### src/rtl/llr_out_cell_if.sv
// llr_out_cell_if: bus between the LLR output cell, its bank RAM read port
// and the downstream frame serializer.
//   master : the llr_out_cell side (issues RAM reads, presents words)
//   slave  : the environment side (RAM model, phase control, consumer)
interface llr_out_cell_if #(
  parameter int D_WID = 8,
  parameter int A_WID = 8
);
  logic [3:0]       fsm;      // top-level phase, 4'b1000 = output phase
  logic             rate;     // frame length select
  logic [D_WID-1:0] ram_q;    // RAM read data, valid 1 cycle after rd_en
  logic             rd_en;    // RAM read strobe
  logic [A_WID-1:0] rd_addr;  // RAM read address, qualified by rd_en
  logic [D_WID-1:0] dout;     // output word
  logic             sout;     // dout valid
  logic             dready;   // downstream ready
  logic             done;     // end-of-frame pulse

  modport master (
    input  fsm, rate, ram_q, dready,
    output rd_en, rd_addr, dout, sout, done
  );

  modport slave (
    output fsm, rate, ram_q, dready,
    input  rd_en, rd_addr, dout, sout, done
  );
endinterface

### src/rtl/llr_out_cell.sv
// llr_out_cell: drains one variable-node RAM bank in address order after
// decoding and streams the words out over a valid/ready interface. A 2-entry
// buffer absorbs the 1-cycle RAM read latency so downstream backpressure never
// loses a word and dready never reaches dout/sout combinationally.
//
// Optional build macro: LLR_OUT_HARD_DEC_EN
//   defined   - each buffered word is reduced to its hard decision
//               (dout[0] = LLR sign bit, upper bits 0)
//   undefined - dout carries the full LLR unchanged
module llr_out_cell #(
  parameter int D_WID     = 8,
  parameter int A_WID     = 8,
  parameter int BASE_ADDR = 0,
  parameter int LEN_R0    = 128,
  parameter int LEN_R1    = 192
) (
  input  logic            clk,
  input  logic            reset_n,
  llr_out_cell_if.master  bus
);

  // Counters need one extra bit: a frame may span the whole address space.
  localparam int          CW        = A_WID + 1;
  localparam logic [3:0]  OUT_PHASE = 4'b1000;

  typedef enum logic [1:0] {
    S_IDLE,
    S_RUN,
    S_FIN,
    S_WAIT
  } state_t;

  state_t           state, state_nxt;

  logic [CW-1:0]    len;
  logic [CW-1:0]    rd_cnt;
  logic [CW-1:0]    tx_cnt;
  logic             inflight;

  logic [D_WID-1:0] buf_mem [2];
  logic             wr_ptr;
  logic             rd_ptr;
  logic [1:0]       occ;

  logic             in_phase;
  logic             start;
  logic             abort;
  logic             sout;
  logic             xfer;
  logic             last_xfer;
  logic             rd_en;
  logic             push;
  logic [2:0]       credit_used;
  logic [A_WID-1:0] addr_sum;
  logic [D_WID-1:0] store_word;

  // ---------------------------------------------------------------------------
  // Control decode
  // ---------------------------------------------------------------------------
  assign in_phase  = (bus.fsm == OUT_PHASE);
  assign start     = (state == S_IDLE) && in_phase;
  assign abort     = (state == S_RUN) && !in_phase;
  assign sout      = (occ != 2'd0);
  assign xfer      = sout && bus.dready;
  assign last_xfer = (state == S_RUN) && xfer && (tx_cnt == len - CW'(1));

  // Buffer slots already spoken for: stored words plus the read in flight.
  assign credit_used = 3'(occ) + 3'(inflight);

  // A transfer this cycle frees a slot at the same edge the new read is
  // issued, so counting it as credit keeps back-to-back reads going at
  // 1 word/cycle while still never exceeding two buffered words.
  assign rd_en = (state == S_RUN) && (rd_cnt < len) &&
                 ((credit_used < 3'd2) || xfer);

  // Data returning after an abort belongs to a dead frame and is dropped.
  assign push = inflight && (state == S_RUN) && !abort;

  assign addr_sum = A_WID'(BASE_ADDR) + rd_cnt[A_WID-1:0];

`ifdef LLR_OUT_HARD_DEC_EN
  // Hard decision: negative LLR (sign bit set) decodes to bit 1.
  assign store_word = {{(D_WID-1){1'b0}}, bus.ram_q[D_WID-1]};
`else
  assign store_word = bus.ram_q;
`endif

  // ---------------------------------------------------------------------------
  // FSM state register
  // ---------------------------------------------------------------------------
  // NOTE: every clocked block uses non-blocking assignments so all registers
  // update from the same pre-edge values, independent of block ordering.
  always_ff @(posedge clk or negedge reset_n) begin
    if (!reset_n) state <= S_IDLE;
    else          state <= state_nxt;
  end

  // FSM next-state decode
  // NOTE: state_nxt gets a default before the case so no path leaves it
  // unassigned, which would otherwise infer a latch.
  always_comb begin
    state_nxt = state;
    case (state)
      S_IDLE: if (in_phase) state_nxt = S_RUN;
      S_RUN: begin
        if (abort)          state_nxt = S_IDLE;
        else if (last_xfer) state_nxt = S_FIN;
      end
      S_FIN:  state_nxt = S_WAIT;
      S_WAIT: if (!in_phase) state_nxt = S_IDLE;
      default: state_nxt = S_IDLE;
    endcase
  end

  // Frame length latch and read/transfer counters
  always_ff @(posedge clk or negedge reset_n) begin
    if (!reset_n) begin
      len    <= '0;
      rd_cnt <= '0;
      tx_cnt <= '0;
    end else if (start) begin
      len    <= bus.rate ? CW'(LEN_R1) : CW'(LEN_R0);
      rd_cnt <= '0;
      tx_cnt <= '0;
    end else if (state == S_RUN) begin
      if (rd_en) rd_cnt <= rd_cnt + CW'(1);
      if (xfer)  tx_cnt <= tx_cnt + CW'(1);
    end
  end

  // RAM read latency tracker; an abort discards the outstanding read
  always_ff @(posedge clk or negedge reset_n) begin
    if (!reset_n) inflight <= 1'b0;
    else          inflight <= rd_en && !abort;
  end

  // Buffer occupancy and pointers; flushed whenever no frame is running
  always_ff @(posedge clk or negedge reset_n) begin
    if (!reset_n) begin
      wr_ptr <= 1'b0;
      rd_ptr <= 1'b0;
      occ    <= 2'd0;
    end else if ((state != S_RUN) || abort) begin
      wr_ptr <= 1'b0;
      rd_ptr <= 1'b0;
      occ    <= 2'd0;
    end else begin
      if (push) wr_ptr <= ~wr_ptr;
      if (xfer) rd_ptr <= ~rd_ptr;
      case ({push, xfer})
        2'b10:   occ <= occ + 2'd1;
        2'b01:   occ <= occ - 2'd1;
        default: occ <= occ;
      endcase
    end
  end

  // Buffer storage write
  // NOTE: the data slots carry no reset; they are only observed through dout,
  // which is forced to 0 whenever the buffer is empty.
  always_ff @(posedge clk) begin
    if (push) buf_mem[wr_ptr] <= store_word;
  end

  // ---------------------------------------------------------------------------
  // Outputs
  // ---------------------------------------------------------------------------
  assign bus.rd_en   = rd_en;
  assign bus.rd_addr = rd_en ? addr_sum : '0;
  assign bus.sout    = sout;
  assign bus.dout    = sout ? buf_mem[rd_ptr] : '0;
  assign bus.done    = (state == S_FIN);

  // The read-issue credit rule must make overflow impossible.
  assert property (@(posedge clk) disable iff (!reset_n)
                   !(push && !xfer && (occ == 2'd2)));

endmodule

### src/flat_wrapper.sv
// flat-port wrapper written by rule: the top's interface ports become plain ports
module llr_out_cell_flat 
#(
  parameter int D_WID     = 8,
  parameter int A_WID     = 8,
  parameter int BASE_ADDR = 0,
  parameter int LEN_R0    = 128,
  parameter int LEN_R1    = 192
)
  (clk, reset_n, bus_fsm, bus_rate, bus_ram_q, bus_dready, bus_rd_en, bus_rd_addr, bus_dout, bus_sout, bus_done);
  llr_out_cell_if #(.D_WID(D_WID), .A_WID(A_WID)) bus_i ();
  input  logic clk;
  input  logic reset_n;
  input wire logic [$bits(bus_i.fsm)-1:0] bus_fsm;
  input wire logic [$bits(bus_i.rate)-1:0] bus_rate;
  input wire logic [$bits(bus_i.ram_q)-1:0] bus_ram_q;
  input wire logic [$bits(bus_i.dready)-1:0] bus_dready;
  output wire logic [$bits(bus_i.rd_en)-1:0] bus_rd_en;
  output wire logic [$bits(bus_i.rd_addr)-1:0] bus_rd_addr;
  output wire logic [$bits(bus_i.dout)-1:0] bus_dout;
  output wire logic [$bits(bus_i.sout)-1:0] bus_sout;
  output wire logic [$bits(bus_i.done)-1:0] bus_done;
  assign bus_i.fsm = bus_fsm;
  assign bus_i.rate = bus_rate;
  assign bus_i.ram_q = bus_ram_q;
  assign bus_i.dready = bus_dready;
  assign bus_rd_en = bus_i.rd_en;
  assign bus_rd_addr = bus_i.rd_addr;
  assign bus_dout = bus_i.dout;
  assign bus_sout = bus_i.sout;
  assign bus_done = bus_i.done;
  llr_out_cell #(.D_WID(D_WID), .A_WID(A_WID), .BASE_ADDR(BASE_ADDR), .LEN_R0(LEN_R0), .LEN_R1(LEN_R1)) u_core (.clk(clk), .reset_n(reset_n), .bus(bus_i));
endmodule
### config.mk
export PLATFORM = sky130hd
export DESIGN_NAME = llr_out_cell_flat
export DESIGN_NICKNAME = d
export VERILOG_FILES = /design/src/rtl/llr_out_cell_if.sv /design/src/rtl/llr_out_cell.sv /design/src/flat_wrapper.sv
export SDC_FILE = /design/constraint.sdc
export NUM_CORES = 1
export LEC_CHECK = 0
export CAP_MARGIN = 20
export CORE_AREA = 2 2 64 66
export DETAILED_ROUTE_END_ITERATION = 10
export DIE_AREA = 0 0 66 68
export HOLD_SLACK_MARGIN = 0.03
export PLACE_DENSITY = 0.93
export REMOVE_ABC_BUFFERS = 1
export SYNTH_ARGS = -nofsm -noshare
export SYNTH_HDL_FRONTEND = slang
export SYNTH_SLANG_ARGS = --single-unit
export TNS_END_PERCENT = 20
### constraint.sdc
create_clock -name clk -period 5.51 [get_ports clk]
set_input_delay 1.102 -clock clk [delete_from_list [all_inputs] [get_ports clk]]
set_output_delay 1.102 -clock clk [all_outputs]
set_load 0.01 [all_outputs]
==> flow_metrics.tcl <==
set metrics [dict create \
    grt_usage_pct 20.88 \
    clock_latency_ns 0.30 \
    drt-total-wl_um 4246 \
    synth-main-ff-cell "dfrtp_1" \
    cts_hold_buf 0 \
    initial_core_util_pct 53.86 \
    fin_crit_ns 4.055 \
    synth_area_leader_cell "dfrtp_1" \
    post-route-period-util_pct 73.60 \
    synthXorXnorAreaFrac_pct 5.904 \
    clockBufferDepth 2 \
    yosys_register_bits 43 \
    synth_adder_area_share_pct 2.410 \
    drive_gt1_share_pct 6.608 \
    relSlewSlack_pct 36.50 \
    synth_cell_types 36 \
    numPortBuffers 34 \
    row_count 23 \
    syn_area_per_cell_um2 10.99 \
    antenna-diode-count 0 \
    drc_errors 0 \
    yosysWarnings 0 \
    crit_slowest_cell "clkdlybuf4s50_1" \
    area_delta_synth_final_pct 25.06 \
    worst_pin_slew_ns 0.9474 \
    crit_type "in -> out" \
    overflow 0 \
    synth_top_family_by_area "simple AND/OR/NAND/NOR gates" \
    hold_violations 0 \
    grt_pass1_vias 1527 \
    yosysMostFrequentCell "dfrtp_1" \
    async_reset_ff_share_pct 62.79 \
    drt_iter0_drc 112 \
    synth_common_cells "dfrtp_1, nor2_1, edfxtp_1, nand2_1" \
    crit_path_frequent_cell "clkdlybuf4s50_1" \
    synth_compound_area_share_pct 6.024 \
    cts_sinks 43 \
    drtAntennaViolNets 0 \
    power_density_mw_per_mm2 274.5 \
    die_h_um 68 \
    path_clk_slew_ns 0.07 \
    ir_drop_v 0.0002183 \
    antenna_found_initial 0 \
    fin_tns_setup_ns 0 \
    cts_tree "done" \
    critPathArrivalTime_ns 2.95 \
    io_pins 35 \
    synth_area_mm2 0.002077 \
    hold_class "reg -> reg" \
    r2r_start "u_core.state[0]" \
    status "complete, no violations" \
    cpLargestDelayFamily "buffers and inverters" \
    fp.dieArea_mm2 0.004488 \
    syn_inst 189 \
    final_max_slew_viol_count 0 \
    synth-seq-area-share_pct 55.66 \
    die_w_um 66 \
    vias_per_cell 5.466 \
    htree_levels 2 \
    startpoint_type "input pin" \
    worstPathMaxFanout 15 \
    grt_max_degree 28 \
    setup.worst_path.end_class "primary output" \
    finalWorstSetupSlack_ns 1.455 \
    post_cts_buffers 0 \
    setup_viol 0 \
    core_area_mm2 0.003856 \
    synth_mux_area_share_pct 6.325 \
    crit_buf_inv 3 \
    synth_edf_count 16 \
    ctsResizeCount 0 \
    worstHoldStart "u_core.len[7]" \
    post_drt_wl_per_cell_um 15.33 \
    place_hpwl_um 2993 \
    place_ws_ns 1.472 \
    max_freq_mhz 246.6 \
    skew_ns 0.006286 \
    maxCapViolations 0 \
    yosys.area_share.simple_pct 20.90 \
    synth.area.top_cells "dfrtp_1, edfxtp_1, mux2i_1" \
    grt_first_pass_wirelength_um 6768 \
    cp-startpoint "bus_dready" \
    cts_root_buf "clkbuf_8" \
    cp_cell_sequence "clkdlybuf4s50_1 > o221ai_2 > inv_1 > and2_1 > clkdlybuf4s50_1" \
    p_leak_nw 1.044 \
    vias 1514 \
    worstPathRequired_ns 4.41 \
    synth_top_area_share_pct 32.53 \
    cpPeakStageDelay_ns 0.55 \
    rsz0062_at_grt "false" \
    nets 246 \
    place.gp.congestion 0.8065 \
    first_pass_iters 4 \
    cts_made_buffers 5 \
]
==> state kept, by name, summed over array words and instances, names as in the netlist, named ones only <==
register,cells
u_core.inflight,1
u_core.buf_mem,16
u_core.len,2
u_core.rd_ptr,1
u_core.state,1
u_core.rd_cnt,9
u_core.wr_ptr,1
u_core.occ,2
u_core.tx_cnt,9
==> stage by stage <==
stage / std cells / total power, mW / util [%] / hold slack, ns / cell area [um^2]
after floorplan: 183 / 0.3990 / - / 0.4324 / 2049
final: 277 / 0.7129 / 67.36 / 0.5061 / 2597
after global placement: 268 / 0.4291 / 63.79 / 0.4483 / 2460
after global routing: 277 / 0.7417 / 67.36 / 0.5202 / 2597
after detailed placement: 269 / 0.4326 / 63.92 / 0.4724 / 2465
after CTS: 277 / 0.7152 / 67.36 / 0.4890 / 2597
==> area by class of cell <==
type                            count  area, um^2
Fill cell                         289        1259
Sequential cell                    43        1156
Tap cell                           50       62.56
Clock inverter                      2       60.06
Clock buffer                        6       72.57
Multi-Input combinational cell    132       863.3
Timing Repair Buffer               36       352.8
Inverter                            8       30.03
==> worst reg2reg max path, stage by stage (launching register included) <==
cell,delay [ns]
dfrtp_1,0.50
nor2b_1,0.29
nand2_1,0.18
nor3b_1,0.62
buf_2,0.29
==> final timing paths <==
path / slack (ns) / endpoint / cells past startpoint
setup / recovery: 1.45 / bus_rd_addr[4] / 5
hold / removal: 0.51 / u_core.len[7] / 2
setup reg to reg: 3.34 / u_core.buf_mem[0][4] / 4
hold reg to reg: 0.51 / u_core.len[7] / 2
max in group asynchronous: 4.08 / u_core.rd_cnt[6] / 2
min in group asynchronous: 1.17 / u_core.rd_cnt[0] / 2
==> where the power goes <==
part,switching (mW),leakage [nW],internal (mW)
Sequential,0.0235,0.510,0.345
Clock,0.104,0.0654,0.181
Combinational,0.0282,0.469,0.0313
==> per-layer routing <==
metal  vias to the layer above  track usage [%]  part of all wire (%)
met2                        35            35.98                    51
met1                       728            23.59                    42
met5                         -                0                     0
met3                        14            5.757                   3.4
met4                         0            11.73                   3.3
li1                        737                -                     -
==> placed cells by master, fill, tap and decap left out, types with 2 or more instances in the layout <==
master	count
clkdlybuf4s50_1	34
dfrtp_1	27
nor2_1	25
edfxtp_1	16
nand2_1	14
mux2i_1	12
xnor2_1	12
inv_1	8
a21oi_1	8
and2_1	8
o21ai_0	6
nand3_1	5
clkbuf_8	5
and4_1	4
nor4_1	4
ha_1	4
nor2b_1	3
nand4_1	3
or3_1	3
nor3_1	3
xor2_1	2
nand2b_1	2
bufinv_16	2
==> kinds of logic after synthesis <==
group / count (synthesis)
compound gates: 20
xor+xnor: 14
fa+ha+maj: 4
buf+inv: 14
flops: 43
mux: 13
simple gates: 81
Power figures use the tool's default switching activity.
